**config.mk**
```make
export PLATFORM = sky130hd
export DESIGN_NAME = mem_bus_arbiter_flat
export DESIGN_NICKNAME = d
export VERILOG_FILES = /design/src/rtl/mem_bus_arbiter_if.sv /design/src/rtl/mem_bus_arbiter.sv /design/src/flat_wrapper.sv
export SDC_FILE = /design/constraint.sdc
export NUM_CORES = 1
export LEC_CHECK = 0
export BUFFER_PORTS_ARGS = -buffer_cell sky130_fd_sc_hd__buf_2
export CAP_MARGIN = 20
export CORE_ASPECT_RATIO = 1.25
export CORE_MARGIN = 2
export CORE_UTILIZATION = 40
export DETAILED_ROUTE_END_ITERATION = 6
export HOLD_SLACK_MARGIN = 0.05
export PLACE_DENSITY = 0.73
export SYNTH_ARGS = -nofsm -noshare
export SYNTH_HDL_FRONTEND = slang
export SYNTH_SLANG_ARGS = --single-unit
```
**constraint.sdc**
```tcl
create_clock -name clk -period 2.95 [get_ports clk]
set_input_delay 0.295 -clock clk [delete_from_list [all_inputs] [get_ports clk]]
set_output_delay 0.295 -clock clk [all_outputs]
set_load 0.1 [all_outputs]
```
**src/rtl/mem_bus_arbiter_if.sv**
```systemverilog
// Purpose : bundle of the two master request/response channels and the shared
//           memory-map port seen by mem_bus_arbiter.
// Ports   : m0_*/m1_* : req, we, addr, wdata from each master; ack, rdata back
//           bus_*     : addr, wd, we, re toward the memory map; rd back from it
// Modports: slave  - arbiter side (consumes requests, drives the memory map)
//           master - environment side (masters plus memory map model)
interface mem_bus_arbiter_if #(
   parameter int unsigned DATA_WIDTH = 32
);
   logic                  m0_req;
   logic                  m0_we;
   logic [DATA_WIDTH-1:0] m0_addr;
   logic [DATA_WIDTH-1:0] m0_wdata;
   logic                  m0_ack;
   logic [DATA_WIDTH-1:0] m0_rdata;

   logic                  m1_req;
   logic                  m1_we;
   logic [DATA_WIDTH-1:0] m1_addr;
   logic [DATA_WIDTH-1:0] m1_wdata;
   logic                  m1_ack;
   logic [DATA_WIDTH-1:0] m1_rdata;

   logic [DATA_WIDTH-1:0] bus_addr;
   logic [DATA_WIDTH-1:0] bus_wd;
   logic                  bus_we;
   logic                  bus_re;
   logic [DATA_WIDTH-1:0] bus_rd;

   modport slave (
      input  m0_req, m0_we, m0_addr, m0_wdata,
      input  m1_req, m1_we, m1_addr, m1_wdata,
      input  bus_rd,
      output m0_ack, m0_rdata, m1_ack, m1_rdata,
      output bus_addr, bus_wd, bus_we, bus_re
   );

   modport master (
      output m0_req, m0_we, m0_addr, m0_wdata,
      output m1_req, m1_we, m1_addr, m1_wdata,
      output bus_rd,
      input  m0_ack, m0_rdata, m1_ack, m1_rdata,
      input  bus_addr, bus_wd, bus_we, bus_re
   );
endinterface

```
**src/rtl/mem_bus_arbiter.sv**
```systemverilog
// Purpose : two-master round-robin arbiter in front of the memory-map port.
//           One access at a time; the losing master waits with req held.
// Ports   : clk, rst_n (synchronous, active-low)
//           bus      - mem_bus_arbiter_if.slave (master channels + memory port)
//           busy     - high whenever the FSM is not IDLE
//           grant_id - master owning the current or last transaction
// Params  : DATA_WIDTH - address/data width
//           RD_LAT     - cycles from first bus_re to read data (0..7)
module mem_bus_arbiter #(
   parameter int unsigned DATA_WIDTH = 32,
   parameter int unsigned RD_LAT     = 1
) (
   input  logic              clk,
   input  logic              rst_n,
   mem_bus_arbiter_if.slave  bus,
   output logic              busy,
   output logic              grant_id
);

   localparam int unsigned CNT_W = 3;
   // Remaining WAIT cycles after ACCESS; unused when RD_LAT is 0.
   localparam logic [CNT_W-1:0] CNT_LOAD = CNT_W'((RD_LAT == 0) ? 0 : RD_LAT - 1);

   typedef enum logic [1:0] {
      IDLE   = 2'd0,
      ACCESS = 2'd1,
      WAIT   = 2'd2,
      ACK    = 2'd3
   } state_t;

   state_t                state_q, state_d;
   logic                  rr_last_q, rr_last_d;
   logic                  grant_q, grant_d;
   logic                  lat_we_q, lat_we_d;
   logic [CNT_W-1:0]      cnt_q, cnt_d;
   logic [DATA_WIDTH-1:0] addr_q, addr_d;
   logic [DATA_WIDTH-1:0] wd_q, wd_d;
   logic [DATA_WIDTH-1:0] rdata0_q, rdata0_d;
   logic [DATA_WIDTH-1:0] rdata1_q, rdata1_d;
   logic                  ack0_q, ack0_d;
   logic                  ack1_q, ack1_d;
   logic                  we_q, we_d;
   logic                  re_q, re_d;
   logic                  busy_q, busy_d;
   logic                  win;
   logic                  capture;

   // State and registered outputs.
   always_ff @(posedge clk) begin
      if (!rst_n) begin
         state_q   <= IDLE;
         rr_last_q <= 1'b1;
         grant_q   <= 1'b0;
         lat_we_q  <= 1'b0;
         cnt_q     <= '0;
         addr_q    <= '0;
         wd_q      <= '0;
         rdata0_q  <= '0;
         rdata1_q  <= '0;
         ack0_q    <= 1'b0;
         ack1_q    <= 1'b0;
         we_q      <= 1'b0;
         re_q      <= 1'b0;
         busy_q    <= 1'b0;
      end else begin
         state_q   <= state_d;
         rr_last_q <= rr_last_d;
         grant_q   <= grant_d;
         lat_we_q  <= lat_we_d;
         cnt_q     <= cnt_d;
         addr_q    <= addr_d;
         wd_q      <= wd_d;
         rdata0_q  <= rdata0_d;
         rdata1_q  <= rdata1_d;
         ack0_q    <= ack0_d;
         ack1_q    <= ack1_d;
         we_q      <= we_d;
         re_q      <= re_d;
         busy_q    <= busy_d;
      end
   end

   // Next state; strobes and ack are computed for the state being entered so
   // that they are flop outputs aligned with that state.
   always_comb begin
      state_d   = state_q;
      rr_last_d = rr_last_q;
      grant_d   = grant_q;
      lat_we_d  = lat_we_q;
      cnt_d     = cnt_q;
      addr_d    = addr_q;
      wd_d      = wd_q;
      rdata0_d  = rdata0_q;
      rdata1_d  = rdata1_q;
      ack0_d    = 1'b0;
      ack1_d    = 1'b0;
      we_d      = 1'b0;
      re_d      = 1'b0;
      win       = 1'b0;
      capture   = 1'b0;

      case (state_q)
         IDLE: begin
            if (bus.m0_req || bus.m1_req) begin
               // On a tie the master not served last wins.
               win       = (bus.m0_req && bus.m1_req) ? ~rr_last_q : bus.m1_req;
               grant_d   = win;
               rr_last_d = win;
               lat_we_d  = win ? bus.m1_we    : bus.m0_we;
               addr_d    = win ? bus.m1_addr  : bus.m0_addr;
               wd_d      = win ? bus.m1_wdata : bus.m0_wdata;
               we_d      = lat_we_d;
               re_d      = ~lat_we_d;
               state_d   = ACCESS;
            end
         end
         ACCESS: begin
            if (lat_we_q) begin
               state_d = ACK;
            end else if (RD_LAT == 0) begin
               capture = 1'b1;
               state_d = ACK;
            end else begin
               cnt_d   = CNT_LOAD;
               re_d    = 1'b1;
               state_d = WAIT;
            end
         end
         WAIT: begin
            if (cnt_q == '0) begin
               capture = 1'b1;
               state_d = ACK;
            end else begin
               cnt_d = cnt_q - CNT_W'(1);
               re_d  = 1'b1;
            end
         end
         ACK: begin
            state_d = IDLE;
         end
         default: begin
            state_d = IDLE;
         end
      endcase

      // Read data lands directly in the owner's rdata register.
      if (capture) begin
         if (grant_q) rdata1_d = bus.bus_rd;
         else         rdata0_d = bus.bus_rd;
      end

      if (state_d == ACK) begin
         ack0_d = ~grant_q;
         ack1_d = grant_q;
      end

      busy_d = (state_d != IDLE);
   end

   assign bus.m0_ack   = ack0_q;
   assign bus.m1_ack   = ack1_q;
   assign bus.m0_rdata = rdata0_q;
   assign bus.m1_rdata = rdata1_q;
   assign bus.bus_addr = addr_q;
   assign bus.bus_wd   = wd_q;
   assign bus.bus_we   = we_q;
   assign bus.bus_re   = re_q;
   assign busy         = busy_q;
   assign grant_id     = grant_q;

endmodule

```
**src/flat_wrapper.sv**
```systemverilog
// flat-port wrapper written by rule: the top's interface ports become plain ports
module mem_bus_arbiter_flat 
#(
   parameter int unsigned DATA_WIDTH = 32,
   parameter int unsigned RD_LAT     = 1
)
  (clk, rst_n, busy, grant_id, bus_m0_req, bus_m0_we, bus_m0_addr, bus_m0_wdata, bus_m1_req, bus_m1_we, bus_m1_addr, bus_m1_wdata, bus_bus_rd, bus_m0_ack, bus_m0_rdata, bus_m1_ack, bus_m1_rdata, bus_bus_addr, bus_bus_wd, bus_bus_we, bus_bus_re);
  mem_bus_arbiter_if #(.DATA_WIDTH(DATA_WIDTH)) bus_i ();
  input  logic clk;
  input  logic rst_n;
  output logic busy;
  output logic grant_id;
  input wire logic [$bits(bus_i.m0_req)-1:0] bus_m0_req;
  input wire logic [$bits(bus_i.m0_we)-1:0] bus_m0_we;
  input wire logic [$bits(bus_i.m0_addr)-1:0] bus_m0_addr;
  input wire logic [$bits(bus_i.m0_wdata)-1:0] bus_m0_wdata;
  input wire logic [$bits(bus_i.m1_req)-1:0] bus_m1_req;
  input wire logic [$bits(bus_i.m1_we)-1:0] bus_m1_we;
  input wire logic [$bits(bus_i.m1_addr)-1:0] bus_m1_addr;
  input wire logic [$bits(bus_i.m1_wdata)-1:0] bus_m1_wdata;
  input wire logic [$bits(bus_i.bus_rd)-1:0] bus_bus_rd;
  output wire logic [$bits(bus_i.m0_ack)-1:0] bus_m0_ack;
  output wire logic [$bits(bus_i.m0_rdata)-1:0] bus_m0_rdata;
  output wire logic [$bits(bus_i.m1_ack)-1:0] bus_m1_ack;
  output wire logic [$bits(bus_i.m1_rdata)-1:0] bus_m1_rdata;
  output wire logic [$bits(bus_i.bus_addr)-1:0] bus_bus_addr;
  output wire logic [$bits(bus_i.bus_wd)-1:0] bus_bus_wd;
  output wire logic [$bits(bus_i.bus_we)-1:0] bus_bus_we;
  output wire logic [$bits(bus_i.bus_re)-1:0] bus_bus_re;
  assign bus_i.m0_req = bus_m0_req;
  assign bus_i.m0_we = bus_m0_we;
  assign bus_i.m0_addr = bus_m0_addr;
  assign bus_i.m0_wdata = bus_m0_wdata;
  assign bus_i.m1_req = bus_m1_req;
  assign bus_i.m1_we = bus_m1_we;
  assign bus_i.m1_addr = bus_m1_addr;
  assign bus_i.m1_wdata = bus_m1_wdata;
  assign bus_i.bus_rd = bus_bus_rd;
  assign bus_m0_ack = bus_i.m0_ack;
  assign bus_m0_rdata = bus_i.m0_rdata;
  assign bus_m1_ack = bus_i.m1_ack;
  assign bus_m1_rdata = bus_i.m1_rdata;
  assign bus_bus_addr = bus_i.bus_addr;
  assign bus_bus_wd = bus_i.bus_wd;
  assign bus_bus_we = bus_i.bus_we;
  assign bus_bus_re = bus_i.bus_re;
  mem_bus_arbiter #(.DATA_WIDTH(DATA_WIDTH), .RD_LAT(RD_LAT)) u_core (.clk(clk), .rst_n(rst_n), .bus(bus_i), .busy(busy), .grant_id(grant_id));
endmodule
```
# Word-level counts from Yosys, hierarchy flattened
# Cells that the tools add are included.
word_totals:
  regBits: 141
  in_bits: 166
  output_inout_bits: 134
  wordCells: 53
classes:
  n_addsub: 1
  eq_ne: 6
  muxes: 17
  bitwise_logic: 3
  n_reduce_logical: 12
ops:
  columns: ["operator", "count"]
  rows:
  - ["2-to-1 mux 32 bit", 2]
  - ["2-to-1 mux 1 bit", 8]
  - ["case mux 2 bit (4 select lines)", 1]
  - ["AND reduction 2 bit", 4]
  - ["equality test 2 bit, second input constant", 3]
  - ["2-to-1 mux 3 bit", 2]
  - ["case mux 3 bit (2 select lines)", 1]
  - ["AND reduction 3 bit", 2]
  - ["2-to-1 mux 2 bit", 2]
  - ["inequality test 2 bit, second input constant", 2]
  - ["nonzero test 2 bit", 2]
  - ["logical NOT 3 bit", 1]
  - ["inverter 1 bit", 3]
  - ["case mux 1 bit (3 select lines)", 1]
  - ["subtractor 3 x 1 -> 3 bit, second input constant", 1]
  - ["equality test 2 x 1 -> 1 bit, second input constant", 1]
  - ["logical NOT 2 bit", 1]
  - ["logical AND 1 bit", 1]
  - ["logical OR 1 bit", 1]

# Depth between registers and ports, before layout
# Gate-level depths: netlist of run 1.
logic_depth:
  depth_word: 6
  mapped_depth: 8
  depth_no_buf: 6

# Worst setup path after synthesis of run 1
# OpenSTA, ideal clock, no wires.
synth_timing:
  path_type: "register to register"
  from: "register u_core.grant_q, in the netlist u_core.grant_id"
  to: "register u_core.rdata0_q[18], in the netlist u_core.bus.m0_rdata[18]"
  setup_ns: 0.071
  t_arrival_ns: 1.774
  required_time_ns: 2.879
  slack_ns: 1.105
  path_stages_with_launch: 5
  n_path_buf: 1
  synth_period_minus_slack_ns: 1.845
  cell_sequence: "dfxtp_1 nand3b_1 clkbuf_1 nand2_1 a21oi_1"
synth_via:
  elab_chain_cells: 2
synth_lines:
  columns: ["element", "line", "text"]
  rows:
  - ["start, declared", "mem_bus_arbiter.sv:33", "logic grant_q, grant_d;"]
  - ["start signal, assigned", "mem_bus_arbiter.sv:68", "grant_q <= grant_d;"]
  - ["inverter 1 bit", null, null]
  - ["AND reduction 2 bit (no source line)", null, null]
  - ["end signal, assigned", "mem_bus_arbiter.sv:73", "rdata0_q <= rdata0_d;"]
  - ["end, declared", "mem_bus_arbiter.sv:38", "logic [DATA_WIDTH-1:0] rdata0_q, rdata0_d;"]
# No other way between the ends.
# A chain may end at the register's enable or synchronous reset.

# Worst setup path in the final report of run 1
layout_timing:
  from: "register u_core.state_q[0]"
  to: "register u_core.wd_q[0], in the netlist u_core.bus.bus_wd[0]"
layout_via:
  elab_chain_cells: 2
layout_lines:
  columns: ["element", "line", "text"]
  rows:
  - ["start, declared", "mem_bus_arbiter.sv:31", "state_t state_q, state_d;"]
  - ["start signal, assigned", "mem_bus_arbiter.sv:66", "state_q <= state_d;"]
  - ["logical NOT 2 bit", "mem_bus_arbiter.sv:102", "case (state_q)"]
  - ["AND reduction 2 bit (no source line)", null, null]
  - ["end signal, assigned", "mem_bus_arbiter.sv:72", "wd_q <= wd_d;"]
  - ["end, declared", "mem_bus_arbiter.sv:37", "logic [DATA_WIDTH-1:0] wd_q, wd_d;"]
# No other way between the ends.

==> reports/summary.md, run 1 <==
The H-tree generated during clock tree synthesis spans 4 levels. The wire length per cell after detailed routing is 14.8 um. In the post-synthesis netlist, the cell with the most instances is sky130_fd_sc_hd__nand2_1. Walking the worst path, the cells encountered are inv_1 > ha_1 > o21a_4 > buf_4 > o21ai_0 > a31oi_1.

The count of flip-flops with a built-in enable after synthesis is 0. Post-synth net total: 875. The worst setup path is launched from a flip-flop. Summed over all cells, the static leakage comes to 3.61 nW.

Entering global routing, the biggest net connects 67 pins. Registers take 2820 um^2. The run gives 0 as the remaining global-route overflow. The logs give 8.54% for the global-route met3 utilization and 0 for the post-CTS repair timing setup buffer count. The highest achievable clock rate came out at 519 MHz.

Half-perimeter wire length after placement: 12.3 mm. The floorplan step defined a core boundary enclosing 13,300 um^2. The slowest stage of the critical path is the sky130_fd_sc_hd__o21a_4 cell. Counting flops with an async set or reset pin after synthesis yields a share of 0%. Dividing the final minimum period by the clock period gives 65.3%.

In this run the register-to-register setup slack is 1020 ps. Clock tree synthesis found a total of 141 sinks. The fraction of final layout cells sized beyond drive strength 1 was 35.0%; the number of violations reported at the end of detailed-routing iteration 0 was 355.

The start of the worst register-to-register path is u_core.state_q[0]. The start point of the critical path is u_core.state_q[0]. 300 I/O pins were placed.

The stage delay of the slowest cell on the critical path was 510 ps; the final-stage net count was 1,146. The synthesized netlist contains 32 unique library cells. The time the final worst path needs with I/O delays and setup is 1930 ps. The total chip power is 9.83 mW, and the final-report setup violation count is 0. For this run, design rule violations remaining after detail routing come to 0.

Together, buffers and inverters on the worst path number 2. The multi-input combinational cells in the finished layout cover a total of 2380 um^2. The actual slew at the worst max-slew pin is 669 ps. The clock root buffer was sky130_fd_sc_hd__clkbuf_16. By area the synthesized netlist is led by sky130_fd_sc_hd__dfxtp_1 (51%), sky130_fd_sc_hd__nand2_1 (18%), sky130_fd_sc_hd__a31oi_1 (7.3%). For the starting density of the core, the log shows 41.3%.

The logs give 1,125 for the total placed cells including tap cells and 5,303 for the number of global-route vias before repair. The post-synthesis sequential element count works out to 141. The global-route usage over all layers was 22.6%; the largest driver fanout on the critical path was 60.

The final standard cell count with taps included and fillers excluded is 1,158, and the fraction of met2 tracks used by global routing is 37.5%. The tools report the number of nets with antenna violations after detailed routing as 0. The total of buffers placed on input and output ports works out to 299. Setup repair after global routing left no endpoint under its margin. The first global-routing pass estimated 26.1 mm of wire. By count the netlist is led by sky130_fd_sc_hd__nand2_1 (257), sky130_fd_sc_hd__dfxtp_1 (141), sky130_fd_sc_hd__o21ai_0 (71). The floorplan step set the die height to 135 um. The element type at the critical path end was a flip-flop. In this run the cell area of the synthesized design comes to 5480 um^2. The worst-case hold slack was 139 ps. The pre-antenna-repair detailed-routing pass consisted of 5 iterations.

After floorplanning, the core was divided into 47 placement rows. The flow ran to the end, and the final reports show no timing, DRC or antenna violations. The number of buffers between clock root and the deepest sink is 2, and the power density over the cells is 1280 nW/um^2. The tools report the launch instance of the worst min-delay path as bus_m1_wdata[20].

The via density per instance works out to 5.01. Following the worst setup path forward leads to its endpoint at u_core.bus.bus_wd[0]. The tool flagged a number of max-cap violations equal to 0.

The global-route track usage on met1 is 26.5%. Buffers inserted to repair hold after CTS numbered 0. The cell taking the most area after synthesis is sky130_fd_sc_hd__dfxtp_1. Data on the critical path is required at its endpoint by 3280 ps.

For the worst clock skew, the log shows 12.3 ps. The final routed wirelength across all metal layers came out at 17.2 mm. The worst-case IR drop observed on VDD is 0.826 mV.

The final route contains 5,807 vias. Measured against its own limit, the worst slew margin works out to 55.4%. The average instance in the mapped netlist occupies 7.81 um^2. TritonCTS built the clock tree. The die extent in x was 109 um; the number of antenna violations at the first check in global routing was 3.

The worst setup path is of the reg2reg kind. The arrival time of the worst setup path is 2250 ps. The fraction of synthesized cell area taken by the top area cell type came out at 51.5%. For the number of max-slew violations in the final report, the log shows 0. Class of the most critical hold timing path: in2reg. Compared with the post-synthesis result, the final layout area differs by 40.2%.

The final hold violation count is 0, and the worst-case reg-to-reg path depth is 6. For this run, the share of the core covered by cells in the final layout is 57.9%. The fill cell instance count of the final layout was 1,296. Among cell families on the critical path, the largest total delay comes from compound AO/OA/AOI/OAI gates. In this run the number of cells on the critical path is 6. Clock latency on the worst-skew pair, taken at its later pin, is 410 ps. The run gives 702 as the synthesized instance count.

The destination of the worst register-to-register timing path was u_core.bus.bus_wd[0]. Sum of negative setup slack: 0 ps. The die covers 14,700 um^2. After clock tree synthesis, the clock-pin slew on the worst setup and hold paths is 70 ps. During synthesis, Yosys emitted a total of 0 warnings. After synthesis, flip-flops and latches occupy 51.5% of the total area. The global routing stage identified its most utilized layer as met2. The predominant post-synthesis flop cell is sky130_fd_sc_hd__dfxtp_1. The count of instances resized after the clock tree is built was 0; the placer congestion estimate was 0.814.

In this run, CTS created clock tree buffers numbering 17.
area by class of cell:
type | instances | share of cell area [%]
tap | 171 | 2.78
antenna | 1 | 0.0325
clock buffer | 20 | 5.81
inverter | 7 | 0.342
timing repair buffer | 309 | 20.6
clock inverter | 12 | 2.72
sequential | 141 | 36.7
multi-input combinational | 497 | 31.0
worst min path at each step:
stage,endpoint,depth (start not counted)
final,u_core.bus.bus_wd[20],3
after global routing,u_core.bus.m1_rdata[0],3
after CTS,u_core.bus.m1_rdata[31],3
after detailed placement,u_core.bus.m1_rdata[19],2
after global placement,u_core.bus.m1_rdata[4],2
after floorplan,u_core.bus.m1_rdata[0],2
routing by layer:
layer / part of all wire [%] / wire [um]
met5: 0.15 / 26
met4: 2.0 / 350
met3: 9.8 / 1690
met2: 48 / 8200
met1: 40 / 6890
state kept, by name (all words and copies together), names as in the netlist:
signal               count
u_core.state_q           2
u_core.bus.bus_re        1
u_core.bus.m0_rdata     32
u_core.bus.m1_rdata     32
u_core.busy              1
u_core.lat_we_q          1
u_core.grant_id          1
u_core.bus.m0_ack        1
u_core.bus.m1_ack        1
u_core.rr_last_q         1
u_core.cnt_q             3
u_core.bus.bus_wd       32
u_core.bus.bus_we        1
u_core.bus.bus_addr     32
through the flow:
| step | setup slack (ps) | cell area (um^2) |
|---|---|---|
| after floorplan | 1100 | 5480 |
| after global placement | 1100 | 7030 |
| after detailed placement | 1050 | 7030 |
| after CTS | 1030 | 7690 |
| after global routing | 739 | 7690 |
| final | 1020 | 7690 |
logic make-up after synthesis:
kind of cell               after synthesis  synth area share, %
and+or+nand+nor                        275                 19.7
DFF                                    141                 51.5
AOI/OAI and AO/OA                      215                 21.9
adders and majority gates                7                 1.60
buffers and inverters                   64                 5.32
tightest hold or removal path: cells and delay by family:
| kind | cells | cell delay (ps) |
|---|---|---|
| and+or+nand+nor | 1 | 40 |
| buffers and inverters | 1 | 90 |
| AOI/OAI and AO/OA | 1 | 70 |
power breakdown:
| group | total [mW] | switching, mW | leakage [nW] | internal, mW |
|---|---|---|---|---|
| clock | 2.35 | 0.815 | 0.312 | 1.54 |
| combinational | 4.89 | 4.11 | 2.14 | 0.776 |
| sequential | 2.59 | 0.229 | 1.16 | 2.37 |
| total | 9.83 | 5.16 | 3.61 | 4.68 |
layout by cell type (no fill, tap or decap), types with 2 or more instances in the layout:
cell type                    netlist  routed
sky130_fd_sc_hd__nand4b_1          2       2
sky130_fd_sc_hd__clkbuf_16         0      17
sky130_fd_sc_hd__a31oi_1          64      64
sky130_fd_sc_hd__nand2b_1          2       2
sky130_fd_sc_hd__dfxtp_1         141     141
sky130_fd_sc_hd__inv_1             6       6
sky130_fd_sc_hd__bufinv_16         0       5
sky130_fd_sc_hd__clkinv_4          0       2
sky130_fd_sc_hd__nor2_1            2       2
sky130_fd_sc_hd__nand2_1         257     257
sky130_fd_sc_hd__clkbuf_1         26       2
sky130_fd_sc_hd__buf_2            26     299
sky130_fd_sc_hd__clkinvlp_4        0       2
sky130_fd_sc_hd__ha_1              7       7
sky130_fd_sc_hd__a22oi_1           3       3
sky130_fd_sc_hd__inv_6             0       3
sky130_fd_sc_hd__a21oi_1          70      70
sky130_fd_sc_hd__and3_1            3       3
sky130_fd_sc_hd__buf_4             5       9
sky130_fd_sc_hd__o21ai_0          71      71
(Power assumes the default switching activity.)
==> run 2: changes to the inputs <==
==> constraint.sdc (replaced) <==
create_clock -name clk -period 2 [get_ports clk]
set_input_delay 0.2 -clock clk [delete_from_list [all_inputs] [get_ports clk]]
set_output_delay 0.2 -clock clk [all_outputs]
set_load 0.1 [all_outputs]
==> run 2 against run 1 <==
Via count grew 17%. Cell area grew 18%. Register-to-register slack lost 860 ps. Sequential power grew 49%. Routed wire length grew 21%. Fmax grew 5.0%. Die area is the same. Sequential share of layout area shrank 5.6 points. Critical path type unchanged.
==> reports/summary.md, run 2 (synthesis gave the netlist of run 1 again) <==
The run finished with clean final reports. The starting density of the core is 41.3% (unchanged). The number of global-route vias before repair is 6,696 (was 5,303), and the post-route clock period utilization is 91.8% (was 65.3%). Final routed wirelength across all metal layers: 20.8 mm (was 17.2 mm). The tools report the final core area utilization as 68.3% (was 57.9%). The logs give 4 (unchanged) for the deepest level of the CTS H-tree and 264 ps (was 1050 ps) for the setup slack after placement. The class of the most critical hold timing path is in2reg (unchanged).

The highest achievable clock rate was 545 MHz (was 519 MHz). The run gives 64.4% (was 55.4%) as the relative slew slack. The logs give 1.21 mV (was 0.826 mV) for the worst vdd rail ir drop and 5 (was 3) for the number of antenna violations at the first check in global routing.

The wire length per cell after detailed routing is 16.0 um (was 14.8 um). The number of stages on the worst hold path was 3 (unchanged). The worst clock skew was 10.6 ps (was 12.3 ps). The endpoint required time on the critical path came out at 2320 ps (was 3280 ps). The worst-case reg-to-reg path depth is 6 (unchanged), and the first-pass GRT wire length is 32.1 mm (was 26.1 mm). The tools report the final standard cell count with taps included and fillers excluded as 1,296 (was 1,158). Layout-stage area growth over the synthesis result: 65.5% (was 40.2%).

The area of the core was 13,300 um^2 (unchanged); the final-report setup violation count was 0 (unchanged). Most common cell after layout, fill and taps aside: sky130_fd_sc_hd__buf_2 (unchanged). The tools report the sum of negative setup slack as 0 ps (unchanged). The DRC violation count after routing was 0 (unchanged); the total of buffers placed on input and output ports was 299 (unchanged). The largest driver fanout on the critical path is 37 (was 60), and the half-perimeter wire length after placement is 12.6 mm (was 12.3 mm).

Setup repair after global routing left no endpoint under its margin. Critical-path cell with the highest stage delay: sky130_fd_sc_hd__o21a_4 (unchanged). The tools report the placer congestion estimate as 0.806 (was 0.814).

Crit-path cells: inv_1 > ha_1 > o21a_4 > buf_4 > o21ai_0 > a31oi_1 (unchanged). The global-route usage over all layers came out at 28.0% (was 22.6%). The count of instances resized after the clock tree is built came out at 0 (unchanged). For the number of buffers created by CTS, the log shows 17 (unchanged). The time the final worst path needs with I/O delays and setup works out to 1840 ps (was 1930 ps).

The die extent in x works out to 109 um (unchanged). The number of violations reported at the end of detailed-routing iteration 0 was 479 (was 355). Commonest non-fill, non-tap cells in the layout: sky130_fd_sc_hd__buf_2 (299), sky130_fd_sc_hd__nand2_1 (257), sky130_fd_sc_hd__dfxtp_1 (141), sky130_fd_sc_hd__dlygate4sd3_1 (131), sky130_fd_sc_hd__o21ai_0 (71) (was sky130_fd_sc_hd__buf_2 (299), sky130_fd_sc_hd__nand2_1 (257), sky130_fd_sc_hd__dfxtp_1 (141), sky130_fd_sc_hd__o21ai_0 (71), sky130_fd_sc_hd__a21oi_1 (70)). The logs give 65 (was 67) for the largest net degree at the start of global routing and 141 (unchanged) for the clock sink count. Number of max-slew violations in the final report: 0 (unchanged).

The via density per instance came out at 5.23 (was 5.01). The element type at the critical path end was a flip-flop (unchanged). The cell depth of the worst setup path is 6 (unchanged). The total chip power was 14.7 mW (was 9.83 mW); the power density over the cells was 1620 nW/um^2 (was 1280 nW/um^2). The tools report the count of boundary I/O pins as 300 (unchanged).

For the clock insertion delay at the later pin of the skew report, the log shows 410 ps (about the same). The startpoint-to-endpoint class of the critical path is reg2reg (unchanged). The fraction of final layout cells sized beyond drive strength 1 was 31.1% (was 35.0%); the number of optimization iterations in the first detailed-route pass was 6 (was 5). The run gives 0 (unchanged) as the number of nets with antenna violations after detailed routing. The remaining global-route overflow is 0 (unchanged). For the number of buffers between clock root and the deepest sink, the log shows 2 (unchanged).

The count of buffer and inverter cells on the critical path is 2 (unchanged), and the post-route cell area is 9070 um^2 (was 7690 um^2). The logs give 4.19 nW (was 3.61 nW) for the total leakage power and 1,130 (was 1,125) for the total placed cells including tap cells. Full die area: 14,700 um^2 (unchanged). The clock transition at the registers of the reported paths is 60 ps (was 70 ps). The final hold violation count was 0 (unchanged). The tools report the type of element launching the critical path as a flip-flop (unchanged). The setup slack after layout is 164 ps (was 1020 ps), and the actual slew at the worst max-slew pin is 538 ps (was 669 ps).

The stage delay of the slowest cell on the critical path was 400 ps (was 510 ps); the die span in y was 135 um (unchanged). The largest delay contributor family on the critical path was compound AO/OA/AOI/OAI gates (unchanged). For the detailed-route via count, the log shows 6,778 (was 5,807). The placement row count was 47 (unchanged).

TritonCTS built the clock tree. The logs give 0 (unchanged) for the reported max-cap violation count and 2160 ps (was 2250 ps) for the arrival time of the worst setup path. The final-stage net count is 1,282 (was 1,146).

Placed standard-cell area: 7160 um^2 (was 7030 um^2). The clock root buffer was sky130_fd_sc_hd__clkbuf_16 (unchanged). The worst-case hold slack was 67.4 ps (was 139 ps).
run 2: cell count changes in the layout (fill, tap and decap cells not counted), moves of 2 or more:
cell and change:
sky130_fd_sc_hd__buf_4 -2, sky130_fd_sc_hd__dlygate4sd3_1 +131, sky130_fd_sc_hd__diode_2 +3, sky130_fd_sc_hd__buf_12 +7, sky130_fd_sc_hd__bufinv_16 -2
run 2: path summary, 6_finish.rpt:
check | startpoint | to | slack (ps)
setup / recovery | u_core.state_q[0] | u_core.bus.bus_addr[26] | 160
setup reg to reg | u_core.state_q[0] | u_core.bus.bus_addr[26] | 160
hold reg to reg | u_core.bus.m1_rdata[15] | u_core.bus.m1_rdata[15] | 450
hold / removal | bus_bus_rd[29] | u_core.bus.m0_rdata[29] | 70
run 2: worst min-delay path: cells and delay by family:
family                 cells  cell delay [ps]
buffers and inverters      1              120
AND/OR/NAND/NOR            1               50
AO/OA/AOI/OAI              1               50
run 2: layer usage:
layer | up-vias | wire [um] | global-route usage [%]
met5 | - | 7 | 0
met4 | 2 | 1060 | 18.1
met3 | 84 | 1980 | 7.92
met2 | 413 | 9950 | 46.8
met1 | 3083 | 7790 | 30.7
li1 | 3196 | - | -
run 2: power breakdown:
group / leakage (nW) / internal, mW / switching, mW
clock: 0.284 / 1.97 / 1.21
combinational: 2.75 / 1.42 / 6.22
sequential: 1.16 / 3.49 / 0.357
run 2: layout make-up:
class                      instances  area [um^2]
tap                              171          214
fill                            1023         4220
timing repair buffer             445         3020
inverter                           7         26.3
sequential                       141         2820
multi-input combinational        497         2380
antenna                            4         10.0
clock inverter                    12          163
clock buffer                      19          433
run 2: repair_timing:
item,4_1_cts,5_1_grt
hold endpoints to repair,113,1
endpoints found under the setup margin,0,0
hold buffers,130,1
setup buffers,0,0
